===== config.mk =====
export PLATFORM = sky130hd
export DESIGN_NAME = rob_ctrl
export DESIGN_NICKNAME = d
export VERILOG_FILES = /design/src/rtl/tomasulo_pkg.sv /design/src/rtl/rob_ptr_ctr.sv /design/src/rtl/rob_ctrl.sv
export SDC_FILE = /design/constraint.sdc
export NUM_CORES = 1
export LEC_CHECK = 0
export ABC_AREA = 1
export CAP_MARGIN = 20
export CORE_MARGIN = 2
export CORE_UTILIZATION = 55
export CTS_BUF_LIST = sky130_fd_sc_hd__clkbuf_16
export DETAILED_ROUTE_END_ITERATION = 6
export PLACE_DENSITY = 0.74
export REMOVE_ABC_BUFFERS = 1
export SLEW_MARGIN = 15
export SYNTH_ARGS = -nofsm -noshare
export SYNTH_HDL_FRONTEND = slang
export SYNTH_SLANG_ARGS = --single-unit

===== constraint.sdc =====
create_clock -name clk1 -period 14.25 [get_ports clk1]
set_input_delay 1.425 -clock clk1 [delete_from_list [all_inputs] [get_ports clk1]]
set_output_delay 1.425 -clock clk1 [all_outputs]
set_load 0.01 [all_outputs]

===== src/rtl/tomasulo_pkg.sv =====
// Shared Tomasulo core definitions: widths, opcode encodings, opcode classing
// and the reorder-buffer entry layout.
package tomasulo_pkg;

    localparam int DEPTH  = 8;
    localparam int TAG_W  = 3;
    localparam int REG_W  = 4;
    localparam int FUNC_W = 4;
    localparam int DATA_W = 16;

    localparam logic [FUNC_W-1:0] OP_ADD = 4'b0000;
    localparam logic [FUNC_W-1:0] OP_SUB = 4'b0001;
    localparam logic [FUNC_W-1:0] OP_MUL = 4'b0010;
    localparam logic [FUNC_W-1:0] OP_DIV = 4'b0011;

    typedef struct packed {
        logic              valid;
        logic              done;
        logic              mispred;
        logic [FUNC_W-1:0] func;
        logic [REG_W-1:0]  rd;
        logic [DATA_W-1:0] data;
    } rob_entry_t;

    // Arithmetic ops write rd; every other encoding is a branch.
    function automatic logic is_writer(input logic [FUNC_W-1:0] func);
        return func[FUNC_W-1:FUNC_W-2] == 2'b00;
    endfunction

endpackage


===== src/rtl/rob_ptr_ctr.sv =====
// Head/tail pointers and occupancy counter for the reorder buffer.
// Pointers wrap naturally at DEPTH; count tells full apart from empty.
module rob_ptr_ctr #(
    parameter int DEPTH = 8,
    parameter int TAG_W = 3
) (
    input  logic             clk1,
    input  logic             rst,
    input  logic             inc_tail,
    input  logic             inc_head,
    input  logic             clear,
    output logic [TAG_W-1:0] head,
    output logic [TAG_W-1:0] tail,
    output logic [TAG_W:0]   count,
    output logic             full,
    output logic             empty
);

    always_ff @(posedge clk1 or posedge rst) begin
        if (rst) begin
            head  <= '0;
            tail  <= '0;
            count <= '0;
        end else if (clear) begin
            head  <= '0;
            tail  <= '0;
            count <= '0;
        end else begin
            if (inc_tail) tail <= tail + TAG_W'(1);
            if (inc_head) head <= head + TAG_W'(1);
            case ({inc_tail, inc_head})
                2'b10:   count <= count + (TAG_W+1)'(1);
                2'b01:   count <= count - (TAG_W+1)'(1);
                default: count <= count;
            endcase
        end
    end

    assign full  = (count == (TAG_W+1)'(DEPTH));
    assign empty = (count == '0);

endmodule


===== src/rtl/rob_ctrl.sv =====
// Reorder-buffer controller: in-order allocate, out-of-order complete from
// the CDB, in-order retire, and full flush on a mispredicted branch at head.
module rob_ctrl #(
    parameter int DEPTH  = 8,
    parameter int TAG_W  = 3,
    parameter int REG_W  = 4,
    parameter int FUNC_W = 4,
    parameter int DATA_W = 16
) (
    input  logic              clk1,
    input  logic              rst,
    input  logic              alloc_req,
    input  logic [FUNC_W-1:0] alloc_func,
    input  logic [REG_W-1:0]  alloc_rd,
    output logic              alloc_gnt,
    output logic [TAG_W-1:0]  alloc_tag,
    input  logic              cdb_valid,
    input  logic [TAG_W-1:0]  cdb_tag,
    input  logic [DATA_W-1:0] cdb_data,
    input  logic              cdb_mispred,
    output logic              commit_valid,
    output logic              commit_wen,
    output logic [REG_W-1:0]  commit_rd,
    output logic [TAG_W-1:0]  commit_tag,
    output logic [DATA_W-1:0] commit_data,
    output logic              flush,
    output logic [TAG_W:0]    count,
    output logic              full,
    output logic              empty
);
    import tomasulo_pkg::*;

    rob_entry_t       rob [DEPTH];
    rob_entry_t       head_entry;
    logic [TAG_W-1:0] head;
    logic [TAG_W-1:0] tail;
    logic             commit_now;
    logic             flush_now;

    assign head_entry = rob[head];
    assign commit_now = head_entry.valid & head_entry.done;
    assign flush_now  = commit_now & head_entry.mispred & ~is_writer(head_entry.func);
    assign alloc_gnt  = alloc_req & ~full & ~flush_now;
    assign alloc_tag  = tail;

    rob_ptr_ctr #(
        .DEPTH (DEPTH),
        .TAG_W (TAG_W)
    ) u_ptr (
        .clk1     (clk1),
        .rst      (rst),
        .inc_tail (alloc_gnt),
        .inc_head (commit_now),
        .clear    (flush_now),
        .head     (head),
        .tail     (tail),
        .count    (count),
        .full     (full),
        .empty    (empty)
    );

    // Commit, CDB write and allocate never target the same entry on one edge:
    // commit needs done, CDB needs not-done, and allocate needs a free slot.
    always_ff @(posedge clk1 or posedge rst) begin
        if (rst) begin
            // NOTE: the whole entry array is reset so no stale done/mispred bit can survive into a new allocation.
            for (int i = 0; i < DEPTH; i++) rob[i] <= '0;
        end else if (flush_now) begin
            for (int i = 0; i < DEPTH; i++) rob[i].valid <= 1'b0;
        end else begin
            if (commit_now) rob[head].valid <= 1'b0;
            if (cdb_valid && rob[cdb_tag].valid && !rob[cdb_tag].done) begin
                rob[cdb_tag].done    <= 1'b1;
                rob[cdb_tag].data    <= cdb_data;
                rob[cdb_tag].mispred <= cdb_mispred;
            end
            if (alloc_gnt) begin
                rob[tail] <= '{valid: 1'b1, done: 1'b0, mispred: 1'b0,
                               func: alloc_func, rd: alloc_rd, data: '0};
            end
        end
    end

    always_ff @(posedge clk1 or posedge rst) begin
        if (rst) begin
            commit_valid <= 1'b0;
            commit_wen   <= 1'b0;
            commit_rd    <= '0;
            commit_tag   <= '0;
            commit_data  <= '0;
            flush        <= 1'b0;
        end else begin
            commit_valid <= commit_now;
            commit_wen   <= commit_now & is_writer(head_entry.func);
            flush        <= flush_now;
            if (commit_now) begin
                commit_rd   <= head_entry.rd;
                commit_tag  <= head;
                commit_data <= head_entry.data;
            end
        end
    end

endmodule


==> results.ini <==
[outcome]
outcome=completed

[cts]
worstSkewPairLatency_ns=0.52
post_cts_buffers=0
cts_resized=0
root_buffer=clkbuf_16
clk_pin_slew_worst_paths_ns=0.06
htree_levels=1
clock_sink_count=236
cts_buffers=25
tritoncts=done
clockBufferDepth=3
holdBufCountCts=0

[logic_synthesis]
postSynthCellCount=1655
synth_warnings=0
ys_ff_latch=236
synth_top_area_share_pct=48.5
synth_cell_types=37
avgSynthCellArea_um2=7.36
ys_seq_area_share_pct=48.5
synth_area_um2=12200
synth_area_leaders=dfrtp_1 (48%), nand2_1 (14%), nor2_1 (9.9%)
synth_top_cell_by_area=dfrtp_1

[route]
routedWlPerCell_um=15.6
drtIter0Drc=767
wl_mm=30.4
via_count=10200
drt_pass1_iterations=5
postRouteAntennaNets=0
vias_per_cell=5.24
drc=0

[die]
die_area_um2=23400
start_util_pct=56.0
coreArea_um2=21800
ios=68
die_h_um=153
rows=54
die_w_um=153

[critical_path]
worstPathRequired_ns=12.82
crit_type=reg2out
cp_max_fo=82
endpoint_kind=output port
arrival_ns=4.65
worstSetupStartpointType=flop
r2r_slack_ns=9.94

[finish]
area_growth_pct=9.76
nFillCells=1989
regArea_um2=5910
finalNetCount=1690
multi_input_area_um2=4900
drive_above_1_share_pct=4.37
antenna_cells=0

[sta]
max_freq_mhz=165
tns_ns=0
fin_skew_ns=0.00894
fin_crit_ns=6.07
rsz0062_at_grt=false
hold_viol=0
layout_setup_ws_ns=8.18
slew_headroom_pct=32.4
final.period_utilization_pct=42.6
slew_viol_final=0
worst_slew_pin_slew_ns=1.01
setup_violations=0

[place]
numPortBuffers=65
gp_congestion=0.819
hpwl_mm=16.7
pre_cts_ws_ns=8.73

[pwr]
clkPwrFrac_pct=19.4
comb_power_share_pct=42.9
p_sw_share_pct=41.5
p_leak_nw=7.48
p_int_mw=1.73
powerDensity_nw_per_um2=222
power_switching_mw=1.23
power.share.sequential_pct=37.6
peakVddDrop_uv=128

[global_routing]
antenna_found_initial=0
first_global_vias=9539
track_usage_pct=26.3
grt_max_degree=105
grt_overflow=0
grt_pass1_wl_mm=49.7

[worst_hold_path]
hold_class=reg2reg

[job]
maxCapViolCount=0

## registers in the layout, indices dropped and copies added, names as in the netlist, 3 cells and up
signal	flops
u_ptr.head	3
commit_tag	3
commit_rd	4
rob	200
u_ptr.tail	3
u_ptr.count	4
commit_data	16
## cell usage in the layout (no fill, tap or decap), types with 7 or more instances in the layout
master | Yosys | final
nand2_4 | 7 | 7
nand3_1 | 32 | 32
nand2_1 | 468 | 468
clkdlybuf4s50_1 | 0 | 65
buf_4 | 8 | 8
clkinv_1 | 0 | 10
nand4_1 | 20 | 20
o21ai_0 | 110 | 110
clkbuf_16 | 0 | 25
a21oi_1 | 68 | 68
inv_1 | 198 | 201
nor2_1 | 320 | 320
o21ai_1 | 42 | 42
dfrtp_1 | 236 | 235
## critical path, stage by stage (launching register included)
cell,delay (ns)
dfrtp_2,0.40
clkinv_2,0.40
buf_4,0.75
nand2_1,0.11
nand3_1,0.12
nand4_1,0.13
nand2_2,0.30
inv_2,0.22
buf_4,0.29
nand2_8,0.21
inv_4,0.11
nor2_4,0.40
clkdlybuf4s50_1,0.63
## per-layer routing
metal / track usage [%] / up-vias / wire length [um]
li1: - / 5061 / -
met1: 37.4 / 4788 / 13600
met2: 43.5 / 318 / 14300
met3: 3.09 / 44 / 1910
met4: 6.31 / 0 / 603
met5: 0 / - / 0
## path summary, 6_finish.rpt
kind,end,startpoint,cells after the start
max,alloc_gnt,u_ptr.head[0],12
min,commit_rd[3],commit_rd[3],2
max reg2reg,rob[99],u_ptr.head[0],14
min reg2reg,commit_rd[3],commit_rd[3],2
max in group asynchronous,u_ptr.head[0],rst,3
min in group asynchronous,commit_rd[0],rst,2
## cell families after synthesis
family,after synthesis,share of synthesized area (%)
compound gates,232,9.80
fa+ha+maj,5,0.575
xor+xnor,3,0.216
buf+inv,307,11.3
simple gates,872,29.6
flops,236,48.5
## metrics by stage
step / total power, mW / instances / util (%) / instance area (um^2) / hold slack (ns)
after floorplan: 1.95 / 1552 / - / 11600 / 0.444
after CTS: 2.97 / 1950 / 61.5 / 13400 / 0.481
after global placement: 2.33 / 1905 / 58.1 / 12600 / 0.461
after detailed placement: 2.39 / 1906 / 58.2 / 12700 / 0.464
final: 2.96 / 1950 / 61.5 / 13400 / 0.477
after global routing: 3.22 / 1950 / 61.5 / 13400 / 0.498
## Yosys cell counts
library cell  instances
a21oi_1              68
ha_1                  4
nand3_1              32
clkbuf_2              9
fa_1                  1
nor2_4                2
xor2_1                3
nand4_1              20
nand2_4               7
buf_2                28
nor2_8                1
clkbuf_1             36
nor2_2                3
inv_4                 1
o21ai_0             110
nand3_4               6
nor2_1              320
nor4_1                1
inv_1               198
o31ai_1               4
a21boi_0              1
o2111ai_1             4
inv_2                 5
nor3_1                1
nand2_1             468
buf_6                20
o21ai_1              42
buf_4                 8
o22ai_1               2
nand3_2               4
nand2_2               1
dfrtp_1             236
o21bai_1              1
nand3b_1              4
buf_1                 2
nor3_2                1
nand2_8               1
## power by group through the flow
stage               logic (mW)  clock network [mW]  registers (mW)
finish                    1.27               0.575            1.12
global route              1.46               0.611            1.15
CTS                       1.28               0.585            1.11
detailed placement        1.27                   0            1.12
global placement          1.22                   0            1.11
floorplan                0.826                   0            1.12
## final cells by class
class	count	share of cell area, %
clock buffers	25	4.68
repair buffers	74	5.52
multi-input cells	1112	36.6
well taps	280	2.62
flip-flops and latches	236	44.2
inverters	204	5.81
clock inverters	19	0.580
(Power assumes the default switching activity.)
